File: src/rtl/or_tester_pkg.sv
// Shared types and default constants for the exhaustive OR-gate tester.
package or_tester_pkg;

    localparam int DEF_N_IN          = 3;
    localparam int DEF_SETTLE_CYCLES = 2;

    typedef enum logic [1:0] {
        IDLE,
        APPLY,
        CHECK,
        DONE
    } state_t;

endpackage

File: src/rtl/or_gate_tester_settle_timer.sv
// Counts the cycles a vector has been held; expired flags the last hold cycle.
module settle_timer #(
    parameter int SETTLE_CYCLES = 2
) (
    input  logic clk,
    input  logic rst,
    input  logic clear,
    input  logic enable,
    output logic expired
);

    // Wide enough to hold SETTLE_CYCLES itself, which is reached on the expiry edge.
    localparam int CW = $clog2(SETTLE_CYCLES + 1);

    logic [CW-1:0] cnt;

    // NOTE: sequential state uses non-blocking assignments only, so every
    // register samples the pre-edge value of every other register.
    always_ff @(posedge clk) begin
        if (rst) begin
            cnt <= '0;
        end else if (clear) begin
            cnt <= '0;
        end else if (enable) begin
            cnt <= cnt + CW'(1);
        end
    end

    assign expired = (cnt == CW'(SETTLE_CYCLES - 1));

endmodule

File: src/rtl/or_gate_tester.sv
// Exhaustive stimulus driver and checker for an N_IN-input OR gate.
// Optional first-failure capture ports are built when OR_TESTER_FIRST_FAIL_EN is defined.
module or_gate_tester
    import or_tester_pkg::*;
#(
    parameter int N_IN          = DEF_N_IN,
    parameter int SETTLE_CYCLES = DEF_SETTLE_CYCLES
) (
    input  logic            clk,
    input  logic            rst,
    input  logic            start,
    output logic [N_IN-1:0] dut_in,
    input  logic            dut_out,
    output logic            busy,
    output logic            done,
    output logic            pass,
    output logic [N_IN:0]   err_count
`ifdef OR_TESTER_FIRST_FAIL_EN
    ,
    output logic [N_IN-1:0] first_fail_vec,
    output logic            first_fail_valid
`endif
);

    state_t          state;
    state_t          next_state;
    logic [N_IN-1:0] vec;
    logic [N_IN:0]   err_next;
    logic            mismatch;
    logic            last_vec;
    logic            timer_clear;
    logic            timer_en;
    logic            timer_expired;

    assign mismatch = (dut_out != (|vec));
    assign last_vec = &vec;
    assign err_next = err_count + (N_IN + 1)'(mismatch);

    settle_timer #(
        .SETTLE_CYCLES(SETTLE_CYCLES)
    ) u_settle_timer (
        .clk    (clk),
        .rst    (rst),
        .clear  (timer_clear),
        .enable (timer_en),
        .expired(timer_expired)
    );

    always_ff @(posedge clk) begin
        if (rst) begin
            state <= IDLE;
        end else begin
            state <= next_state;
        end
    end

    // NOTE: every output of a combinational block gets a default first,
    // so no path through the case can leave it unassigned and infer a latch.
    always_comb begin
        next_state = state;
        unique case (state)
            IDLE:    if (start) next_state = APPLY;
            APPLY:   if (timer_expired) next_state = CHECK;
            CHECK:   next_state = last_vec ? DONE : APPLY;
            DONE:    next_state = IDLE;
            default: next_state = IDLE;
        endcase
    end

    always_comb begin
        dut_in      = '0;
        busy        = (state != IDLE);
        done        = (state == DONE);
        timer_en    = (state == APPLY);
        timer_clear = (state == IDLE) || (state == CHECK);
        if (state == APPLY || state == CHECK) begin
            dut_in = vec;
        end
    end

    // Pass is resolved on the final CHECK edge so it is valid alongside done.
    always_ff @(posedge clk) begin
        if (rst) begin
            vec       <= '0;
            err_count <= '0;
            pass      <= 1'b0;
        end else begin
            unique case (state)
                IDLE: begin
                    if (start) begin
                        vec       <= '0;
                        err_count <= '0;
                        pass      <= 1'b0;
                    end
                end
                CHECK: begin
                    err_count <= err_next;
                    if (last_vec) begin
                        pass <= (err_next == '0);
                    end else begin
                        vec <= vec + N_IN'(1);
                    end
                end
                default: ;
            endcase
        end
    end

`ifdef OR_TESTER_FIRST_FAIL_EN
    always_ff @(posedge clk) begin
        if (rst) begin
            first_fail_vec   <= '0;
            first_fail_valid <= 1'b0;
        end else if (state == IDLE && start) begin
            first_fail_vec   <= '0;
            first_fail_valid <= 1'b0;
        end else if (state == CHECK && mismatch && !first_fail_valid) begin
            first_fail_vec   <= vec;
            first_fail_valid <= 1'b1;
        end
    end
`endif

endmodule

File: config.mk
export PLATFORM = sky130hd
export DESIGN_NAME = or_gate_tester
export DESIGN_NICKNAME = d
export VERILOG_FILES = /design/src/rtl/or_tester_pkg.sv /design/src/rtl/or_gate_tester_settle_timer.sv /design/src/rtl/or_gate_tester.sv
export SDC_FILE = /design/constraint.sdc
export NUM_CORES = 1
export LEC_CHECK = 0
export BUFFER_PORTS_ARGS = -buffer_cell sky130_fd_sc_hd__buf_2
export CAP_MARGIN = 20
export CORE_MARGIN = 2
export CORE_UTILIZATION = 45
export CTS_CLUSTER_DIAMETER = 60
export DETAILED_ROUTE_END_ITERATION = 7
export HOLD_SLACK_MARGIN = 0.15
export PLACE_DENSITY = 0.73
export SLEW_MARGIN = 20
export SYNTH_ARGS = -nofsm -noshare
export SYNTH_HDL_FRONTEND = slang
export SYNTH_SLANG_ARGS = --single-unit
File: constraint.sdc
create_clock -name clk -period 2.2 [get_ports clk]
set_clock_uncertainty 0.1 [all_clocks]
set_input_delay 0.11 -clock clk [delete_from_list [all_inputs] [get_ports clk]]
set_output_delay 0.11 -clock clk [all_outputs]
set_load 0.01 [all_outputs]
==> impl_metrics.env <==
export IMPL_startpoint_type="register"
export IMPL_avgViaCountPerCell=5.430
export IMPL_crit_path_max_fanout=4
export IMPL_wl_met1_um=669
export IMPL_rows=14
export IMPL_cts_num_sinks=12
export IMPL_fin_nets=121
export IMPL_route_detailed_drc=0
export IMPL_slowest_delay_ps=380
export IMPL_first_iter_violations=15
export IMPL_crit_slowest_cell="dfxtp_1"
export IMPL_die_area_um2=2063
export IMPL_grtUsageTotal_pct=17.44
export IMPL_grt_overflow=0
export IMPL_hold_violations=0
export IMPL_p_per_area_nw_per_um2=949.5
export IMPL_cellLeakagePower_nw=0.3903
export IMPL_cts_path_max_buffers=2
export IMPL_grt_pass1_vias=618
export IMPL_rsz0062_at_grt="false"
export IMPL_netlist_cell_type_count=32
export IMPL_fp_dieW_um=45.42
export IMPL_htree_levels=1
export IMPL_fin_util_pct=57.87
export IMPL_worstSetupPathType="reg -> reg"
export IMPL_ant_nets=0
export IMPL_setup_viol=0
export IMPL_fin_crit_sh_pct=93.92
export IMPL_clock_root_buffer="clkbuf_4"
export IMPL_slew_viol_final=0
export IMPL_cts_tree="built"
export IMPL_antenna_cells=0
export IMPL_run_status="complete, no violations"
export IMPL_grt_pass1_wl_um=2490
export IMPL_synth_cell_area_um2=772.0
export IMPL_hpwl_um=1124
export IMPL_gp_congestion=0.7512
export IMPL_yosysWarnings=0
export IMPL_synth_seq_cells=12
export IMPL_fill_cells=149
export IMPL_num_vias=657
export IMPL_ys_async_sr_fraction_pct=0
export IMPL_coreArea_um2=1559
export IMPL_portBuffers=13
export IMPL_max_clock_freq_mhz=484.0
export IMPL_chipHeight_um=45.42
export IMPL_dr_wl_met3_um=73
export IMPL_drive_above_1_share_pct=25.71
export IMPL_synth_cells=89
export IMPL_met2_length_um=753
export IMPL_syn_to_final_growth_pct=16.86
export IMPL_synth_area_leader_cell="dfxtp_1"
export IMPL_post_cts_buffers=0
export IMPL_antenna_found_initial=0
export IMPL_postSynthAreaPerCell_um2=8.674
export IMPL_max_slew_worst_pin_slew_ps=490.5
export IMPL_synth_top_area_share_pct=31.12
export IMPL_grt_start_max_net_pins=15
export IMPL_drv_cap=0
export IMPL_finalPower_mw=0.8565
export IMPL_num_io_pins=14
export IMPL_synthTopCellsByArea="dfxtp_1 31%, ha_1 18%, inv_1 4.4%"
export IMPL_crit_chain="inv_1 > ha_1 > nor2b_1 > xnor2_1 > ha_1 > ha_1 > nor4b_2 > nand3_1 > mux2i_1"
export IMPL_insertion_delay_ps=280
export IMPL_topRoutingLayerUsed="met4"
export IMPL_wl_per_cell_um=12.88
export IMPL_finalSetupTns_ps=0
export IMPL_ys_seq_area_share_pct=31.12
export IMPL_post_synth_top_count_cell="dfxtp_1"
export IMPL_drt_wl_total_um=1559
export IMPL_synthTopCellsByCount="12 x dfxtp_1, 11 x ha_1, 9 x inv_1"
export IMPL_synth_edf_count=0
export IMPL_first_pass_iters=4
export IMPL_clk_pin_slew_worst_paths_ps=80
export IMPL_crit_path_end_kind="register"
export IMPL_min_period_ps=2066
export IMPL_start_util_pct=49.52
export IMPL_syn_nets=104
export IMPL_cts_buffers=3
export IMPL_required_ps=2320
export IMPL_synthFlopType="dfxtp_1"
export IMPL_crit_top_cell="ha_1"
export IMPL_ir_worst_vdd_v=0.0004576
export IMPL_slew_limit_headroom_pct=67.30
export IMPL_worstHoldPathType="in -> reg"
export IMPL_cp_arrival_ps=2180
[cell families (layout without fill, tap and decap cells)]
kind of cell	count (synthesis)	in the layout	share of synthesized area (%)
muxes	1	1	1.297
and+or+nand+nor	32	32	22.20
adders and majority gates	11	11	17.83
buffers and inverters	11	27	5.509
DFF	12	12	31.12
AOI/OAI and AO/OA	18	18	17.51
xor gates and xnor gates	4	4	4.539
[per-layer routing]
| metal | track usage (%) | vias up |
|---|---|---|
| met3 | 7.143 | 8 |
| met2 | 27.04 | 16 |
| met1 | 19.32 | 297 |
| met5 | 0 | - |
| met4 | 11.76 | 0 |
| li1 | - | 336 |
[per-stage QoR]
step | std cells | setup WS, ps | hold slack, ps | area [um^2]
CTS | 121 | 57.65 | 194.5 | 894.6
global route | 121 | 5.295 | 207.9 | 902.1
global placement | 116 | 158.3 | 339.1 | 848.3
detailed placement | 116 | 63.85 | 344.3 | 848.3
floorplan | 89 | 232.3 | 204.3 | 772.0
finish | 121 | 133.7 | 199.0 | 902.1
[final cells by class]
class,count,area (um^2),share of cell area [%]
Timing Repair Buffer,14,75.07,8.322
Multi-Input combinational cell,66,495.5,54.92
Tap cell,16,20.02,2.219
Sequential cell,12,241.5,26.77
Clock buffer,4,36.28,4.022
Inverter,9,33.78,3.745
[worst paths after layout]
path | startpoint | end | slack [ps] | cells past startpoint
max | vec[1] | pass | 130 | 9
min | start | err_count[1] | 200 | 4
min reg2reg | pass | pass | 360 | 2
max reg2reg | vec[1] | pass | 130 | 9
[state kept, by name, indices dropped and copies added (netlist names)]
register            cells
state                   2
u_settle_timer.cnt      2
vec                     3
err_count               4
pass                    1
[cell usage in the layout (no fill, tap or decap)]
| cell | n |
|---|---|
| and2_1 | 3 |
| a22oi_1 | 2 |
| a21oi_4 | 1 |
| nor4_1 | 2 |
| dlygate4sd3_1 | 1 |
| nand2_1 | 6 |
| nand3_1 | 4 |
| o22ai_1 | 1 |
| xor2_1 | 1 |
| mux2i_1 | 1 |
| a211oi_1 | 1 |
| nor4b_2 | 1 |
| a32oi_1 | 2 |
| dfxtp_1 | 11 |
| nor3b_1 | 1 |
| buf_2 | 13 |
| a21oi_1 | 2 |
| ha_1 | 11 |
| and2b_4 | 1 |
| nand2b_1 | 2 |
| o21ai_2 | 1 |
| inv_1 | 9 |
| o21ai_0 | 4 |
| nand2b_2 | 1 |
| nor2_2 | 1 |
| a21oi_2 | 2 |
| nor2_1 | 7 |
| clkbuf_4 | 3 |
| a21o_1 | 1 |
| nor3_1 | 1 |
| dfxtp_2 | 1 |
| a31o_2 | 1 |
| clkbuf_8 | 1 |
| xnor2_1 | 3 |
| nor2b_1 | 2 |
[worst max-delay path: cells and delay by family (launching register included)]
family | cells | cell delay, ps
DFF | 1 | 380
adders and majority gates | 3 | 680
buffers and inverters | 1 | 80
and+or+nand+nor | 3 | 530
muxes | 1 | 130
xor gates and xnor gates | 1 | 130
[where the power goes]
group          switching (mW)  leakage [nW]  internal, mW  total (mW)
clock                  0.0768        0.0210         0.101       0.178
combinational           0.246         0.272         0.156       0.401
sequential             0.0305        0.0977         0.247       0.278
total                   0.353         0.390         0.504       0.857
[timing repair]
action | 4_1_cts | 5_1_grt
endpoints found under the hold margin | 10 | 0
resized for setup | 0 | 2
setup endpoints to repair | 0 | 1
hold buffers | 1 | 0
Note: power is estimated with default switching activity, not from simulation.
